--- config.mk ---
export PLATFORM = sky130hd
export DESIGN_NAME = present80_dec_key_sched_flat
export DESIGN_NICKNAME = d
export VERILOG_FILES = /design/src/rtl/present80_pkg.sv /design/src/rtl/present80_dec_key_sched_if.sv /design/src/rtl/present80_ks_step.sv /design/src/rtl/present80_dec_key_sched.sv /design/src/flat_wrapper.sv
export SDC_FILE = /design/constraint.sdc
export NUM_CORES = 1
export LEC_CHECK = 0
export BUFFER_PORTS_ARGS = -buffer_cell sky130_fd_sc_hd__buf_2
export CAP_MARGIN = 20
export CELL_PAD_IN_SITES_DETAIL_PLACEMENT = 0
export CELL_PAD_IN_SITES_GLOBAL_PLACEMENT = 1
export CORE_MARGIN = 3
export CORE_UTILIZATION = 40
export CTS_CLUSTER_DIAMETER = 150
export CTS_CLUSTER_SIZE = 10
export DETAILED_ROUTE_END_ITERATION = 8
export MAX_ROUTING_LAYER = met4
export PLACE_DENSITY = 0.76
export RECOVER_POWER = 25
export SLEW_MARGIN = 10
export SYNTH_ARGS = -nofsm -noshare
export SYNTH_HDL_FRONTEND = slang
export SYNTH_HIERARCHICAL = 1
export SYNTH_SLANG_ARGS = --single-unit
export TNS_END_PERCENT = 5
--- constraint.sdc ---
create_clock -name i_clk -period 4.95 [get_ports i_clk]
set_input_delay 0.2475 -clock i_clk [delete_from_list [all_inputs] [get_ports i_clk]]
set_output_delay 0.2475 -clock i_clk [all_outputs]
set_load 0.05 [all_outputs]
--- src/rtl/present80_pkg.sv ---
// Shared constants, S-boxes and state type for the PRESENT-80 decryption key schedule.
// Includes rotation helpers used by the combinational key-update step.
package present80_pkg;

    localparam int KEY_W  = 80;
    localparam int RK_W   = 64;
    localparam int ROUNDS = 31;
    localparam int CTR_W  = 6;
    localparam int RND_W  = 5;

    localparam logic [CTR_W-1:0] CTR_FIRST    = CTR_W'(1);
    localparam logic [CTR_W-1:0] CTR_FWD_LAST = CTR_W'(ROUNDS);
    localparam logic [CTR_W-1:0] CTR_TOP      = CTR_W'(ROUNDS + 1);

    localparam logic [3:0] SBOX [16] = '{
        4'hC, 4'h5, 4'h6, 4'hB, 4'h9, 4'h0, 4'hA, 4'hD,
        4'h3, 4'hE, 4'hF, 4'h8, 4'h4, 4'h7, 4'h1, 4'h2
    };

    localparam logic [3:0] INV_SBOX [16] = '{
        4'h5, 4'hE, 4'hF, 4'h8, 4'hC, 4'h1, 4'h2, 4'hD,
        4'hB, 4'h4, 4'h6, 4'h3, 4'h0, 4'h7, 4'h9, 4'hA
    };

    typedef enum logic [1:0] {
        ST_IDLE = 2'd0,
        ST_FWD  = 2'd1,
        ST_EMIT = 2'd2,
        ST_FIN  = 2'd3
    } ks_state_e;

    function automatic logic [KEY_W-1:0] rotl61(input logic [KEY_W-1:0] k);
        return {k[18:0], k[79:19]};
    endfunction

    function automatic logic [KEY_W-1:0] rotr61(input logic [KEY_W-1:0] k);
        return {k[60:0], k[79:61]};
    endfunction

endpackage

--- src/rtl/present80_dec_key_sched_if.sv ---
// Handshake/data bundle between the key scheduler and its controller/consumer.
// master drives start/key_in/rk_ready; slave (the scheduler) drives the rest.
interface present80_dec_key_sched_if;
    import present80_pkg::*;

    logic              start;
    logic [KEY_W-1:0]  key_in;
    logic              busy;
    logic              rk_valid;
    logic              rk_ready;
    logic [RK_W-1:0]   rk_out;
    logic [CTR_W-1:0]  rk_idx;
    logic              done;

    modport master (
        output start, key_in, rk_ready,
        input  busy, rk_valid, rk_out, rk_idx, done
    );

    modport slave (
        input  start, key_in, rk_ready,
        output busy, rk_valid, rk_out, rk_idx, done
    );

endinterface

--- src/rtl/present80_ks_step.sv ---
// One PRESENT-80 key-register update, forward (i_inv=0) or its exact inverse (i_inv=1).
// Purely combinational; the inverse undoes the forward update with the same round number.
module present80_ks_step
    import present80_pkg::*;
(
    input  logic [KEY_W-1:0] i_key,
    input  logic [RND_W-1:0] i_round,
    input  logic             i_inv,
    output logic [KEY_W-1:0] o_key
);

    logic [KEY_W-1:0] w_fwd;
    logic [KEY_W-1:0] w_inv_pre;

    always_comb begin
        w_fwd          = rotl61(i_key);
        w_fwd[79:76]   = SBOX[w_fwd[79:76]];
        w_fwd[19:15]   = w_fwd[19:15] ^ i_round;

        // Inverse order: undo counter XOR, then S-box, then the rotation.
        w_inv_pre        = i_key;
        w_inv_pre[19:15] = w_inv_pre[19:15] ^ i_round;
        w_inv_pre[79:76] = INV_SBOX[w_inv_pre[79:76]];

        o_key = i_inv ? rotr61(w_inv_pre) : w_fwd;
    end

endmodule

--- src/rtl/present80_dec_key_sched.sv ---
// PRESENT-80 decryption key schedule: walks forward to K32, then emits K32..K1 on valid/ready.
// Optional macro PRESENT_KS_CACHE_EN caches the last master/final key pair to skip the forward walk.
//
// state | meaning
// IDLE  | waiting for start
// FWD   | forward updates i=1..31, one per cycle
// EMIT  | presenting K[ctr]; inverse update on each handshake
// FIN   | last key taken; done pulses on the following cycle
module present80_dec_key_sched
    import present80_pkg::*;
(
    input  logic                      i_clk,
    input  logic                      i_reset_n,
    present80_dec_key_sched_if.slave  io_ks
);

    ks_state_e         r_state;
    ks_state_e         w_state_nxt;
    logic [KEY_W-1:0]  r_key;
    logic [KEY_W-1:0]  w_key_nxt;
    logic [KEY_W-1:0]  w_step_key;
    logic [CTR_W-1:0]  r_ctr;
    logic [CTR_W-1:0]  w_ctr_nxt;
    logic [RND_W-1:0]  w_step_round;
    logic              w_step_inv;
    logic              r_done;

`ifdef PRESENT_KS_CACHE_EN
    logic [KEY_W-1:0]  r_mkey;
    logic [KEY_W-1:0]  r_cache_mkey;
    logic [KEY_W-1:0]  r_cache_fkey;
    logic              r_cache_vld;
    logic              w_cache_hit;
    logic              w_cache_load;

    assign w_cache_hit = r_cache_vld && (io_ks.key_in == r_cache_mkey);
`endif

    present80_ks_step u_step (
        .i_key   (r_key),
        .i_round (w_step_round),
        .i_inv   (w_step_inv),
        .o_key   (w_step_key)
    );

    always_comb begin
        w_state_nxt  = r_state;
        w_key_nxt    = r_key;
        w_ctr_nxt    = r_ctr;
        w_step_round = r_ctr[RND_W-1:0];
        w_step_inv   = 1'b0;
`ifdef PRESENT_KS_CACHE_EN
        w_cache_load = 1'b0;
`endif
        unique case (r_state)
            ST_IDLE: begin
                if (io_ks.start) begin
`ifdef PRESENT_KS_CACHE_EN
                    if (w_cache_hit) begin
                        w_key_nxt   = r_cache_fkey;
                        w_ctr_nxt   = CTR_TOP;
                        w_state_nxt = ST_EMIT;
                    end else
`endif
                    begin
                        w_key_nxt   = io_ks.key_in;
                        w_ctr_nxt   = CTR_FIRST;
                        w_state_nxt = ST_FWD;
                    end
                end
            end
            ST_FWD: begin
                w_key_nxt = w_step_key;
                w_ctr_nxt = r_ctr + CTR_W'(1);
                if (r_ctr == CTR_FWD_LAST) begin
                    w_state_nxt = ST_EMIT;
`ifdef PRESENT_KS_CACHE_EN
                    w_cache_load = 1'b1;
`endif
                end
            end
            ST_EMIT: begin
                // ctr=32 gives round 31 through the 5-bit wrap, which is what K32->K31 needs.
                w_step_round = r_ctr[RND_W-1:0] - RND_W'(1);
                w_step_inv   = 1'b1;
                if (io_ks.rk_ready) begin
                    if (r_ctr > CTR_FIRST) begin
                        w_key_nxt = w_step_key;
                        w_ctr_nxt = r_ctr - CTR_W'(1);
                    end else begin
                        w_state_nxt = ST_FIN;
                    end
                end
            end
            ST_FIN: begin
                w_state_nxt = ST_IDLE;
            end
            default: begin
                w_state_nxt = ST_IDLE;
            end
        endcase
    end

    always_ff @(posedge i_clk or negedge i_reset_n) begin
        if (!i_reset_n) begin
            r_state <= ST_IDLE;
            r_key   <= '0;
            r_ctr   <= '0;
            r_done  <= 1'b0;
        end else begin
            r_state <= w_state_nxt;
            r_key   <= w_key_nxt;
            r_ctr   <= w_ctr_nxt;
            r_done  <= (r_state == ST_FIN);
        end
    end

`ifdef PRESENT_KS_CACHE_EN
    always_ff @(posedge i_clk or negedge i_reset_n) begin
        if (!i_reset_n) begin
            r_mkey       <= '0;
            r_cache_mkey <= '0;
            r_cache_fkey <= '0;
            r_cache_vld  <= 1'b0;
        end else begin
            if ((r_state == ST_IDLE) && io_ks.start && !w_cache_hit) begin
                r_mkey <= io_ks.key_in;
            end
            if (w_cache_load) begin
                r_cache_mkey <= r_mkey;
                r_cache_fkey <= w_step_key;
                r_cache_vld  <= 1'b1;
            end
        end
    end
`endif

    assign io_ks.busy     = (r_state != ST_IDLE);
    assign io_ks.rk_valid = (r_state == ST_EMIT);
    assign io_ks.rk_out   = r_key[KEY_W-1:KEY_W-RK_W];
    assign io_ks.rk_idx   = r_ctr;
    assign io_ks.done     = r_done;

endmodule

--- src/flat_wrapper.sv ---
// flat-port wrapper written by rule: the top's interface ports become plain ports
module present80_dec_key_sched_flat import present80_pkg::*;
  (i_clk, i_reset_n, io_ks_start, io_ks_key_in, io_ks_rk_ready, io_ks_busy, io_ks_rk_valid, io_ks_rk_out, io_ks_rk_idx, io_ks_done);
  present80_dec_key_sched_if io_ks_i ();
  input  logic i_clk;
  input  logic i_reset_n;
  input wire logic [$bits(io_ks_i.start)-1:0] io_ks_start;
  input wire logic [$bits(io_ks_i.key_in)-1:0] io_ks_key_in;
  input wire logic [$bits(io_ks_i.rk_ready)-1:0] io_ks_rk_ready;
  output wire logic [$bits(io_ks_i.busy)-1:0] io_ks_busy;
  output wire logic [$bits(io_ks_i.rk_valid)-1:0] io_ks_rk_valid;
  output wire logic [$bits(io_ks_i.rk_out)-1:0] io_ks_rk_out;
  output wire logic [$bits(io_ks_i.rk_idx)-1:0] io_ks_rk_idx;
  output wire logic [$bits(io_ks_i.done)-1:0] io_ks_done;
  assign io_ks_i.start = io_ks_start;
  assign io_ks_i.key_in = io_ks_key_in;
  assign io_ks_i.rk_ready = io_ks_rk_ready;
  assign io_ks_busy = io_ks_i.busy;
  assign io_ks_rk_valid = io_ks_i.rk_valid;
  assign io_ks_rk_out = io_ks_i.rk_out;
  assign io_ks_rk_idx = io_ks_i.rk_idx;
  assign io_ks_done = io_ks_i.done;
  present80_dec_key_sched u_core (.i_clk(i_clk), .i_reset_n(i_reset_n), .io_ks(io_ks_i));
endmodule
==> results.json <==
{
  "rows": 45,
  "drive_above_1_share_pct": 31.2,
  "drtPass1Iterations": 5,
  "drc": 0,
  "layout_common_cells": "buf_2 (130), o21ai_0 (110), dfrtp_1 (89), mux2i_1 (85), mux2_2 (65)",
  "critPathRequiredTime_ns": 5.14,
  "io_buffers": 156,
  "vias": 5325,
  "cp-start-kind": "flip-flop",
  "wl_per_cell_um": 19.1,
  "synth-edff-count": 0,
  "root_buffer": "clkbuf_16",
  "dpl.hpwl_um": 12200,
  "path_clk_slew_ns": 0.07,
  "worst_pin_slew_ns": 2.18,
  "relSlewSlack_pct": -45.4,
  "design.die.area_um2": 17800,
  "violations": "capacitance limit, slew limit",
  "postSynthAreaPerCell_um2": 9.58,
  "drtIter0Drc": 437,
  "postRouteAntennaNets": 0,
  "synth_async_sr_flop_share_pct": 100,
  "cp_data_arrival_time_ns": 3.49,
  "top_usage_layer": "met2",
  "slew_violations": 38,
  "grt_util_all_layers_pct": 20.7,
  "synth_top_flop_cell": "dfrtp_1",
  "synth_fp_nets": 782,
  "tns_ns": 0,
  "drt-total-wl_um": 18200,
  "cts_tree": "done",
  "initial_utilization_pct": 41.9,
  "ys_seq_area_share_pct": 34.2,
  "setup_viol": 0,
  "cts_num_sinks": 89,
  "syn_area_um2": 6510,
  "place_congestion": 0.867,
  "fin_crit_sh_pct": 66.6,
  "first_global_vias": 5233,
  "cp_cell_sequence": "inv_1 > ha_4 > buf_4 > nand2_1 > nor3_1 > xor2_1 > xnor2_1 > a21oi_1 > mux2i_1 > o21ai_0",
  "cts_setup_buffers": 0,
  "grt_overflow_total": 0,
  "vias_per_cell": 5.59,
  "grt_max_degree": 87,
  "finalCriticalPeriod_ns": 3.30,
  "rsz0062_at_grt": "no",
  "antenna_found_initial": 1,
  "hold_buffers": 1,
  "fill_cells": 1548,
  "synth_seq_cells": 89,
  "cts.repair.resized": 0,
  "finClkSkew_ns": 0.00773,
  "gr-usage-met3_pct": 2.98,
  "io_pins": 157,
  "syn_inst": 679,
  "die_h_um": 134,
  "coreArea_um2": 15500,
  "met1_usage_pct": 30.0,
  "hold_viol": 0,
  "grt_pass1_wl_um": 29300,
  "final_nets": 839,
  "drv_cap": 1,
  "die_x_um": 134,
  "h-tree-depth": 3,
  "cp_slowest_stage_delay_ns": 0.83,
  "outcome": "finished, violations left",
  "end_kind": "flip-flop",
  "cts_made_buffers": 9,
  "worstSkewPairLatency_ns": 0.35,
  "crit_path_max_fanout": 86,
  "hp-class": "in -> reg",
  "criticalPathCategory": "reg -> reg",
  "final_common_cell": "buf_2",
  "fmax_mhz": 303,
  "cts_max_path_buffers": 2,
  "cp_slowest_cell": "buf_4",
  "yosysWarnings": 6,
  "netlist-cell-type-count": 51,
  "gr-usage-met2_pct": 30.5,
  "syn_to_final_growth_pct": 10.9
}
flip-flops by register name, indices dropped and copies added, names as in the netlist:
name and count:
u_core/io_ks.done 1, u_core/r_key 80, u_core/r_state 2, u_core/io_ks.rk_idx 6
area by class of cell:
| class | instances | area (um^2) | area share [%] |
|---|---|---|---|
| clock inverters | 3 | 21.3 | 0.295 |
| repair buffers | 167 | 886 | 12.3 |
| diodes | 1 | 2.50 | 0.0347 |
| clock buffers | 13 | 280 | 3.88 |
| flip-flops and latches | 89 | 2230 | 30.9 |
| well taps | 211 | 264 | 3.66 |
| inverters | 18 | 67.6 | 0.937 |
| multi-input cells | 451 | 3470 | 48.0 |
kinds of logic after synthesis:
kind of cell	after synthesis	synth area share [%]
multiplexers	153	25.2
XOR/XNOR	14	1.88
buffers and inverters	139	13.0
AND/OR/NAND/NOR	53	4.21
AO/OA/AOI/OAI	212	17.8
flip-flops	89	34.2
adder cells (fa/ha/maj)	19	3.65
worst paths after layout:
kind                                          startpoint                                 end  slack, ns  cells past startpoint
hold reg to reg              u_core/r_key[8]$_DFFE_PN0P_         u_core/r_key[8]$_DFFE_PN0P_       0.55                      2
min in group asynchronous                      i_reset_n        u_core/r_key[26]$_DFFE_PN0P_       1.08                      2
setup reg to reg           u_core/r_state[0]$_DFFE_PN0P_        u_core/r_key[38]$_DFFE_PN0P_       1.65                     10
hold / removal                          io_ks_key_in[59]        u_core/r_key[59]$_DFFE_PN0P_       0.17                      3
max in group asynchronous                      i_reset_n  u_core/io_ks.rk_idx[4]$_DFFE_PN0P_       2.18                      3
setup / recovery           u_core/r_state[0]$_DFFE_PN0P_        u_core/r_key[38]$_DFFE_PN0P_       1.65                     10
Yosys cell counts, types with 2 or more instances:
library cell / count / area, um^2
buf_6: 3 / 33.8
inv_1: 18 / 67.6
nand2b_1: 5 / 31.3
nor3_1: 2 / 10.0
mux4_2: 2 / 45.0
o211ai_1: 3 / 22.5
a22oi_1: 2 / 15.0
mux2_2: 65 / 732
or3_1: 2 / 12.5
mux2i_1: 85 / 851
nor2_1: 17 / 63.8
o21ai_0: 110 / 551
nand2_1: 15 / 56.3
clkbuf_2: 2 / 10.0
nand3_1: 3 / 15.0
a211oi_1: 4 / 30.0
a21oi_1: 11 / 55.1
dfrtp_1: 89 / 2230
ha_1: 19 / 238
buf_2: 15 / 75.1
a32oi_1: 2 / 17.5
xor2_1: 6 / 52.6
o31ai_1: 4 / 30.0
nor4b_1: 2 / 17.5
clkbuf_1: 26 / 97.6
buf_4: 74 / 556
xnor2_1: 8 / 70.1
a221o_1: 3 / 30.0
o21ai_1: 60 / 300
metal layers:
metal | share of wire [%] | up-vias | routed length (um)
met2 | 45 | 183 | 8190
met5 | 0 | - | 0
met1 | 48 | 2632 | 8790
met3 | 5.3 | 15 | 963
li1 | - | 2495 | -
met4 | 1.3 | 0 | 233
stage by stage:
step | area, um^2 | worst slack (ns) | util, % | std cells | hold WS (ns)
2_1_floorplan | 6510 | 2.56 | - | 679 | -0.0481
3_3_place_gp | 6860 | 1.77 | 44.1 | 932 | 0.243
3_5_place_dp | 6890 | 1.65 | 44.3 | 933 | 0.253
4_1_cts | 7200 | 1.65 | 46.3 | 950 | 0.163
5_1_grt | 7210 | 1.35 | 46.4 | 953 | 0.176
6_report | 7210 | 1.65 | 46.4 | 953 | 0.169
worst max-delay path, delay by kind of cell (launching register included):
kind / cells / cell delay [ns]
buf+inv: 2 / 1.01
simple gates: 2 / 0.47
xor+xnor: 2 / 0.43
fa+ha+maj: 1 / 0.42
flops: 1 / 0.40
mux: 1 / 0.20
compound gates: 2 / 0.18
Power is left out: the tool's default activity adds up to more than one toggle a clock period on the data nets, which glitch-free logic cannot reach.
